--- config.mk ---
export PLATFORM = sky130hd
export DESIGN_NAME = slot_round_judge
export DESIGN_NICKNAME = d
export VERILOG_FILES = /design/src/rtl/slot_round_judge.sv
export SDC_FILE = /design/constraint.sdc
export NUM_CORES = 1
export LEC_CHECK = 0
export BUFFER_PORTS_ARGS = -buffer_cell sky130_fd_sc_hd__buf_4
export CAP_MARGIN = 20
export CORE_MARGIN = 2
export CORE_UTILIZATION = 36
export DETAILED_ROUTE_END_ITERATION = 6
export PLACE_DENSITY = 0.63
export SYNTH_ARGS = -nofsm -noshare
export SYNTH_HDL_FRONTEND = slang
export SYNTH_SLANG_ARGS = --single-unit
--- constraint.sdc ---
create_clock -name clk -period 3 [get_ports clk]
set_input_delay 0.45 -clock clk [delete_from_list [all_inputs] [get_ports clk]]
set_output_delay 0.45 -clock clk [all_outputs]
set_load 0.02 [all_outputs]
--- src/rtl/slot_round_judge.sv ---
// Slot-machine round judge: waits for all reels held and stable, scores the snapshot and keeps a saturating credit count.
// Optional macro SLOT_ROUND_JUDGE_BLINK_EN makes the win output blink during SHOW instead of staying steady.
module slot_round_judge #(
  parameter int SETTLE_CYC   = 250_000,
  parameter int SHOW_CYC     = 2_000_000,
  parameter int INIT_CREDITS = 10,
  parameter int JACKPOT_PAY  = 5,
  parameter int PAIR_PAY     = 1,
  parameter int LOSS_COST    = 1,
  parameter int CREDIT_W     = 8,
  parameter int BLINK_CYC    = 250_000
) (
  input  logic                clk,
  input  logic                rst,
  input  logic [3:0]          h,
  input  logic [3:0]          m,
  input  logic [3:0]          l,
  input  logic [2:0]          Ctrl,
  output logic [1:0]          result,
  output logic                result_valid,
  output logic                win,
  output logic [CREDIT_W-1:0] credits,
  output logic                game_over,
  output logic                busy
);

  // One counter serves SETTLE and SHOW (disjoint states); its width also covers the blink period.
  localparam int CNT_MAX = (SHOW_CYC > SETTLE_CYC)
                         ? ((SHOW_CYC > BLINK_CYC) ? SHOW_CYC : BLINK_CYC)
                         : ((SETTLE_CYC > BLINK_CYC) ? SETTLE_CYC : BLINK_CYC);
  localparam int CNT_W = $clog2(CNT_MAX + 1);

  localparam logic [CNT_W-1:0]    SETTLE_LAST = CNT_W'(SETTLE_CYC - 1);
  localparam logic [CNT_W-1:0]    SHOW_LAST   = CNT_W'(SHOW_CYC - 1);
  localparam logic [CREDIT_W:0]   CREDIT_MAX  = {1'b0, {CREDIT_W{1'b1}}};
  localparam logic [CREDIT_W:0]   P_JACK      = (CREDIT_W+1)'(JACKPOT_PAY);
  localparam logic [CREDIT_W:0]   P_PAIR      = (CREDIT_W+1)'(PAIR_PAY);
  localparam logic [CREDIT_W:0]   P_LOSS      = (CREDIT_W+1)'(LOSS_COST);
  localparam logic [CREDIT_W-1:0] CREDIT_INIT = CREDIT_W'(INIT_CREDITS);

  typedef enum logic [2:0] {
    ST_SPIN,
    ST_SETTLE,
    ST_JUDGE,
    ST_SHOW,
    ST_RELEASE
  } state_t;

  state_t              r_state;
  state_t              w_nextState;
  logic [11:0]         r_snapshot;
  logic [CNT_W-1:0]    r_cnt;
  logic [11:0]         w_reels;
  logic                w_allHeld;
  logic                w_stable;
  logic [1:0]          w_judge;
  logic [CREDIT_W:0]   w_wide;
  logic [CREDIT_W:0]   w_sum;
  logic [CREDIT_W-1:0] w_newCredits;

  assign w_reels   = {h, m, l};
  assign w_allHeld = (Ctrl == 3'b111);
  assign w_stable  = (w_reels == r_snapshot);

  always_ff @(posedge clk or posedge rst) begin
    if (rst) r_state <= ST_SPIN;
    else     r_state <= w_nextState;
  end

  always_comb begin
    w_nextState = r_state;
    case (r_state)
      ST_SPIN:    if (w_allHeld && !game_over) w_nextState = ST_SETTLE;
      ST_SETTLE: begin
        if (!w_allHeld)                              w_nextState = ST_SPIN;
        else if (w_stable && (r_cnt == SETTLE_LAST)) w_nextState = ST_JUDGE;
      end
      ST_JUDGE:   w_nextState = ST_SHOW;
      ST_SHOW:    if (r_cnt == SHOW_LAST) w_nextState = ST_RELEASE;
      ST_RELEASE: if (Ctrl == 3'b000) w_nextState = ST_SPIN;
      default:    w_nextState = ST_SPIN;
    endcase
  end

  always_comb begin
    w_judge = 2'b01;
    if ((r_snapshot[11:8] == r_snapshot[7:4]) && (r_snapshot[7:4] == r_snapshot[3:0]))
      w_judge = 2'b11;
    else if ((r_snapshot[11:8] == r_snapshot[7:4]) || (r_snapshot[7:4] == r_snapshot[3:0]) ||
             (r_snapshot[11:8] == r_snapshot[3:0]))
      w_judge = 2'b10;
  end

  // Credit math runs one bit wider so the top saturation can be detected before truncation.
  always_comb begin
    w_wide = {1'b0, credits};
    w_sum  = w_wide;
    case (w_judge)
      2'b11:   w_sum = w_wide + P_JACK;
      2'b10:   w_sum = w_wide + P_PAIR;
      default: w_sum = (w_wide < P_LOSS) ? '0 : (w_wide - P_LOSS);
    endcase
    w_newCredits = (w_sum > CREDIT_MAX) ? CREDIT_MAX[CREDIT_W-1:0] : w_sum[CREDIT_W-1:0];
  end

  always_ff @(posedge clk or posedge rst) begin
    if (rst) begin
      r_snapshot   <= '0;
      r_cnt        <= '0;
      result       <= 2'b00;
      result_valid <= 1'b0;
      credits      <= CREDIT_INIT;
      game_over    <= 1'b0;
      busy         <= 1'b0;
    end else begin
      result_valid <= 1'b0;
      busy         <= (w_nextState == ST_SETTLE) || (w_nextState == ST_JUDGE) || (w_nextState == ST_SHOW);
      case (r_state)
        ST_SPIN: begin
          if (w_nextState == ST_SETTLE) begin
            r_snapshot <= w_reels;
            r_cnt      <= '0;
          end
        end
        ST_SETTLE: begin
          if (w_allHeld) begin
            if (!w_stable) begin
              r_snapshot <= w_reels;
              r_cnt      <= '0;
            end else begin
              r_cnt <= r_cnt + 1'b1;
            end
          end
        end
        ST_JUDGE: begin
          result       <= w_judge;
          credits      <= w_newCredits;
          result_valid <= 1'b1;
          r_cnt        <= '0;
          if (w_newCredits == '0) game_over <= 1'b1;
        end
        ST_SHOW:  r_cnt <= r_cnt + 1'b1;
        default: ;
      endcase
    end
  end

`ifdef SLOT_ROUND_JUDGE_BLINK_EN
  logic [CNT_W-1:0] r_blinkCnt;
  localparam logic [CNT_W-1:0] BLINK_LAST = CNT_W'(BLINK_CYC - 1);

  // Win starts high on SHOW entry and toggles every BLINK_CYC cycles, only for pair/jackpot.
  always_ff @(posedge clk or posedge rst) begin
    if (rst) begin
      win        <= 1'b0;
      r_blinkCnt <= '0;
    end else if (w_nextState != ST_SHOW) begin
      win        <= 1'b0;
      r_blinkCnt <= '0;
    end else if (r_state == ST_JUDGE) begin
      win        <= w_judge[1];
      r_blinkCnt <= '0;
    end else if (r_blinkCnt == BLINK_LAST) begin
      win        <= result[1] & ~win;
      r_blinkCnt <= '0;
    end else begin
      r_blinkCnt <= r_blinkCnt + 1'b1;
    end
  end
`else
  always_ff @(posedge clk or posedge rst) begin
    if (rst)                          win <= 1'b0;
    else if (w_nextState != ST_SHOW)  win <= 1'b0;
    else if (r_state == ST_JUDGE)     win <= w_judge[1];
  end
`endif

endmodule

== Word-level counts from Yosys, hierarchy flattened ==
Index checks and enable logic that the tools add are counted.

* Add/sub/neg operators: 4
* Magnitude comparators: 2
* Eq/ne operators: 20
* Muxes and demuxes: 22
* Reductions and logical operators: 17

{| class="wikitable"
|+ Operators by type and width
! kind !! count
|-
| $pmux W21 S4 || 1
|-
| $mux W21 || 3
|-
| $mux W12 || 3
|-
| $pmux W12 S2 || 1
|-
| $add A21 B1 Y21 const B || 1
|-
| $eq A21 B18 Y1 const B || 1
|-
| $eq A21 B21 Y1 const B || 1
|-
| $pmux W9 S2 || 1
|-
| $mux W3 || 5
|-
| $pmux W3 S5 || 1
|-
| $eq A12 B12 Y1 || 1
|-
| $eq A3 B2 Y1 const B || 4
|-
| $eq A4 B4 Y1 || 3
|-
| $add A8 B1 Y9 const B || 1
|-
| $add A8 B3 Y9 const B || 1
|-
| $gt A9 B8 Y1 const B || 1
|-
| $mux W9 || 1
|-
| $sub A8 B1 Y9 const B || 1
|-
| $logic_not A8 Y1 || 1
|-
| $lt A8 B1 Y1 const B || 1
|-
| $mux W8 || 1
|-
| $eq A3 B1 Y1 const B || 2
|-
| $eq A3 B3 Y1 const B || 2
|-
| $logic_not A3 Y1 || 2
|-
| other kinds (13) || 25
|}

* Register bits after elaboration: 50
* Input port bits: 17
* Output and inout bits: 14
* Logic and storage cells: 74

== Longest topological paths before layout ==
* Word-level depth: 11
* Mapped depth: 11
* Depth with buffers taken out: 11

== Worst setup path after synthesis ==
Ideal clock, no wire load.

* Path type: flip-flop to flip-flop
* From: reg r_snapshot[4]
* To: reg game_over
* Library setup time: 67 ps
* Arrival time: 2446 ps
* Required time: 2933 ps
* Slack: 488 ps
* Stages on the path, launching flop included: 12
* Buffers on the path: 0
* Clock period less this slack: 2512 ps
* Cells stage by stage: dfrtp_1 -> xnor2_1 -> nand4_1 -> nand3_1 -> o21ai_0 -> ha_1 -> a31oi_1 -> nor2_1 -> xnor2_1 -> nand4_1 -> a211oi_1 -> a41o_1

* Longest elaborated chain between the ends: 11
* Elaborated cells on any way between the ends: 14
* Those cells by class: order compare: 1; eq/ne: 4; mux: 4; reduce/logical: 5

{| class="wikitable"
|+ RTL lines
! what !! RTL line !! RTL
|-
| start, declared || 51 || <nowiki>logic [11:0] r_snapshot;</nowiki>
|-
| start signal, assigned || 121 || <nowiki>r_snapshot <= w_reels;</nowiki>
|-
| start signal, assigned || 128 || <nowiki>r_snapshot <= w_reels;</nowiki>
|-
| $eq A4 B4 Y1 || 87, 89 ||
|-
| $logic_or A1 B1 Y1 (2 in a row) || 89 || <nowiki>else if ((r_snapshot[11:8] == r_snapshot[7:4]) || (r_snapshot[7:4] == r_snapshot[3:0]) ||</nowiki>
|-
| $mux W2 || 89 ||
|-
| $mux W2 * || 87 || <nowiki>if ((r_snapshot[11:8] == r_snapshot[7:4]) && (r_snapshot[7:4] == r_snapshot[3:0]))</nowiki>
|-
| $eq A2 B2 Y1 || 98 || <nowiki>case (w_judge)</nowiki>
|-
| $pmux W9 S2 * || 98 ||
|-
| $gt A9 B8 Y1 || 103 || <nowiki>w_newCredits = (w_sum > CREDIT_MAX) ? CREDIT_MAX[CREDIT_W-1:0] : w_sum[CREDIT_W-1:0];</nowiki>
|-
| $mux W8 * || 103 ||
|-
| $logic_not A8 Y1 * || 140 || <nowiki>if (w_newCredits == '0) game_over <= 1'b1;</nowiki>
|-
| $reduce_and A2 Y1 (no source line) * || - ||
|-
| end signal, assigned || 113 || <nowiki>game_over <= 1'b0;</nowiki>
|-
| end signal, assigned || 140 ||
|-
| end, declared || 23 || <nowiki>output logic game_over,</nowiki>
|}

Every way passes the cells marked *; elsewhere a longest branch is shown, timed or not.
A chain may end at the register's enable or synchronous reset.

== Final worst setup path ==
* From: reg r_snapshot[6]
* To: reg game_over

Same word-level chain as after synthesis.

==> impl_metrics.json <==
{
  "drt-total-wl_mm": 6.94,
  "report.final.slew_viol_count": 0,
  "skew_ps": 9.85,
  "fin_tns_setup_ps": 0,
  "clk_path_buf_depth": 2,
  "final_cell_mix": "dfrtp_1 (48), buf_4 (39), nand2_1 (28), o21ai_0 (26), nor2_1 (26)",
  "synth_enable_flop_cells": 0,
  "die_area_sq_um": 9380,
  "drive_gt1_share_pct": 19.6,
  "ios": 31,
  "hp-class": "input port to asynchronous set/reset pin",
  "start_util_pct": 37.4,
  "fp.coreArea_sq_um": 8300,
  "end_kind": "flop",
  "cp_slowest_cell": "dfrtp_1",
  "status": "completed",
  "crit_family": "compound AO/OA/AOI/OAI gates",
  "max_freq_mhz": 378,
  "yosys.area.top_type_share_pct": 38.7,
  "worstSetupStartpointType": "flop",
  "cts_tree": "done",
  "ant_nets": 0,
  "seq_area_sq_um": 1250,
  "cts.sinks": 50,
  "drt-met1-wl_mm": 3.32,
  "final_hold_viol_count": 0,
  "grt-ovfl-total": 0,
  "synth_flop_cell": "dfrtp_1",
  "wl_met2_mm": 3.16,
  "dp_hpwl_mm": 5.13,
  "dr.pass1.iters": 4,
  "drv_cap": 0,
  "viasPerCell": 5.51,
  "leakagePower_nw": 1.51,
  "tightestPinTransition_ps": 622,
  "numPortBuffers": 30,
  "wl_met3_um": 394,
  "ys_warn_count": 0,
  "syn-num-nets": 358,
  "avgSynthCellArea_sq_um": 9.21,
  "rows": 33,
  "crit_required_ps": 3250,
  "synthTopCellsByArea": "dfrtp_1 (39%), mux2_2 (5.1%), xor2_1 (4.5%)",
  "crit_type": "flop to flop",
  "antennaDiodeCount": 0,
  "crit_chain": "xnor2_1, nand4_1, o21ai_0, ha_1, a31oi_2, nor2_1, xnor2_1, nand4_1, a211oi_1, a41o_1",
  "worstPathArrival_ps": 2890,
  "yosys.area.top_type": "dfrtp_1",
  "cts_buffers": 5,
  "grtUsageTotal_pct": 15.3,
  "syn2layout_area_growth_pct": 14.0,
  "cp_max_fo": 6,
  "clk_pin_slew_ps": 100,
  "drt_iter0_markers": 97,
  "final_common_cell": "dfrtp_1",
  "top_layer": "met4",
  "gp_congestion": 0.903,
  "grt_pass1_vias": 2457,
  "via_count": 2604,
  "finalSetupViolCount": 0,
  "remaining_drc_errors": 0,
  "syn_inst": 337,
  "fin_crit_sh_pct": 88.2,
  "multi_input_area_sq_um": 1760,
  "grt_max_degree": 37,
  "routedWlPerCell_um": 14.7,
  "nNetsFinal": 389,
  "grt_pass1_wl_mm": 11.9,
  "cts_hold_buf": 0,
  "cts_root_buf": "clkbuf_8",
  "htreeDepth": 2,
  "syn-cell-area_sq_um": 3100,
  "die_w_um": 96.9,
  "fillers": 824,
  "final_cell_area_sq_um": 3540,
  "place_area_sq_um": 3450,
  "post_cts_buffers": 0,
  "powerDensity_nw_per_um2": 407,
  "synth_cell_types": 59,
  "rsz0062_at_grt": "false",
  "period_needed_ps": 2650,
  "peakVddDrop_v": 0.000269,
  "worstSkewPairLatency_ps": 300,
  "synth_seq_cells": 50,
  "relSlewSlack_pct": 58.5,
  "async_flop_share_pct": 100,
  "antenna_found_initial": 0,
  "seq_area_frac_synth_pct": 40.4,
  "cpPeakStageDelay_ps": 440,
  "die_y_um": 96.9,
  "cp_num_buf_inv": 0
}
-- where the power goes --
group	leakage, nW	internal, mW	switching, mW	total (mW)
sequential	0.665	0.706	0.0482	0.754
combinational	0.811	0.144	0.162	0.306
clock	0.0373	0.161	0.222	0.382
-- worst paths after layout --
| check | startpoint | end | slack [ps] | cells past startpoint |
|---|---|---|---|---|
| worst max-delay path | r_snapshot[6]$_DFFE_PP0P_ | game_over$_DFFE_PP0P_ | 350 | 10 |
| worst min-delay path | rst | result[0]$_DFFE_PP0P_ | 80 | 2 |
| worst max register to register | r_snapshot[6]$_DFFE_PP0P_ | game_over$_DFFE_PP0P_ | 350 | 10 |
| worst min register to register | r_cnt[17]$_DFFE_PP0P_ | r_cnt[17]$_DFFE_PP0P_ | 490 | 1 |
| max in group asynchronous | rst | r_cnt[14]$_DFFE_PP0P_ | 2150 | 3 |
| min in group clk | h[0] | r_snapshot[8]$_DFFE_PP0P_ | 390 | 2 |
-- final cells by class --
class / count / area share, %
multi-input cells: 265 / 49.6
repair buffers: 39 / 8.27
clock buffers: 6 / 2.05
flip-flops and latches: 50 / 35.4
clock inverters: 1 / 0.212
inverters: 7 / 0.742
well taps: 105 / 3.71
-- cell families (layout without fill, tap and decap cells) --
family / Yosys count / count (layout) / synth area share (%)
buf+inv: 22 / 53 / 3.26
fa+ha+maj: 4 / 4 / 1.61
mux: 20 / 20 / 7.01
simple gates: 142 / 142 / 25.1
xor+xnor: 31 / 31 / 8.75
flops: 50 / 50 / 40.4
compound gates: 68 / 68 / 13.9
-- cell usage after synthesis (all sizes together), types with 2 or more instances --
cell type and instances:
a211oi 3, a21o 3, a21oi 14, a22o 3, a31oi 2, and2 4
and3 5, buf 6, clkbuf 9, dfrtp 48, dfstp 2, ha 4
inv 7, mux2 14, mux2i 6, nand2 28, nand2b 5, nand3 14
nand4 13, nand4b 2, nor2 27, nor3 16, nor3b 2, nor4 6
o21ai 27, o31ai 2, o32ai 2, or2 3, or3 4, or4 5
or4b 2, xnor2 15, xor2 16
-- layer usage --
| metal | global-route usage (%) | vias up |
|---|---|---|
| met4 | 3.90 | 0 |
| met1 | 21.1 | 1242 |
| met3 | 2.96 | 4 |
| met5 | 0 | - |
| met2 | 24.8 | 62 |
| li1 | - | 1296 |
-- state kept, by name, summed over array words and instances, names as in the netlist --
name,flops
r_state,3
r_snapshot,12
result_valid,1
result,2
r_cnt,21
busy,1
win,1
game_over,1
credits,8
-- through the flow --
stage / utilization (%) / power (mW) / hold slack (ps) / worst slack (ps) / cells
6_report: 42.7 / 1.44 / 84.8 / 353 / 473
5_1_grt: 42.7 / 1.53 / 102 / 52.8 / 473
4_1_cts: 42.6 / 1.46 / 94.9 / 281 / 473
3_5_place_dp: 41.6 / 1.07 / 432 / 308 / 466
3_3_place_gp: 41.6 / 1.07 / 431 / 397 / 466
2_1_floorplan: - / 0.990 / 456 / 488 / 337
-- repair_timing --
action | CTS | global route
endpoints found under the setup margin | 0 | 1
resized for setup | 0 | 1
endpoints found under the hold margin | 0 | 0
Note: power is estimated with default switching activity, not from simulation.
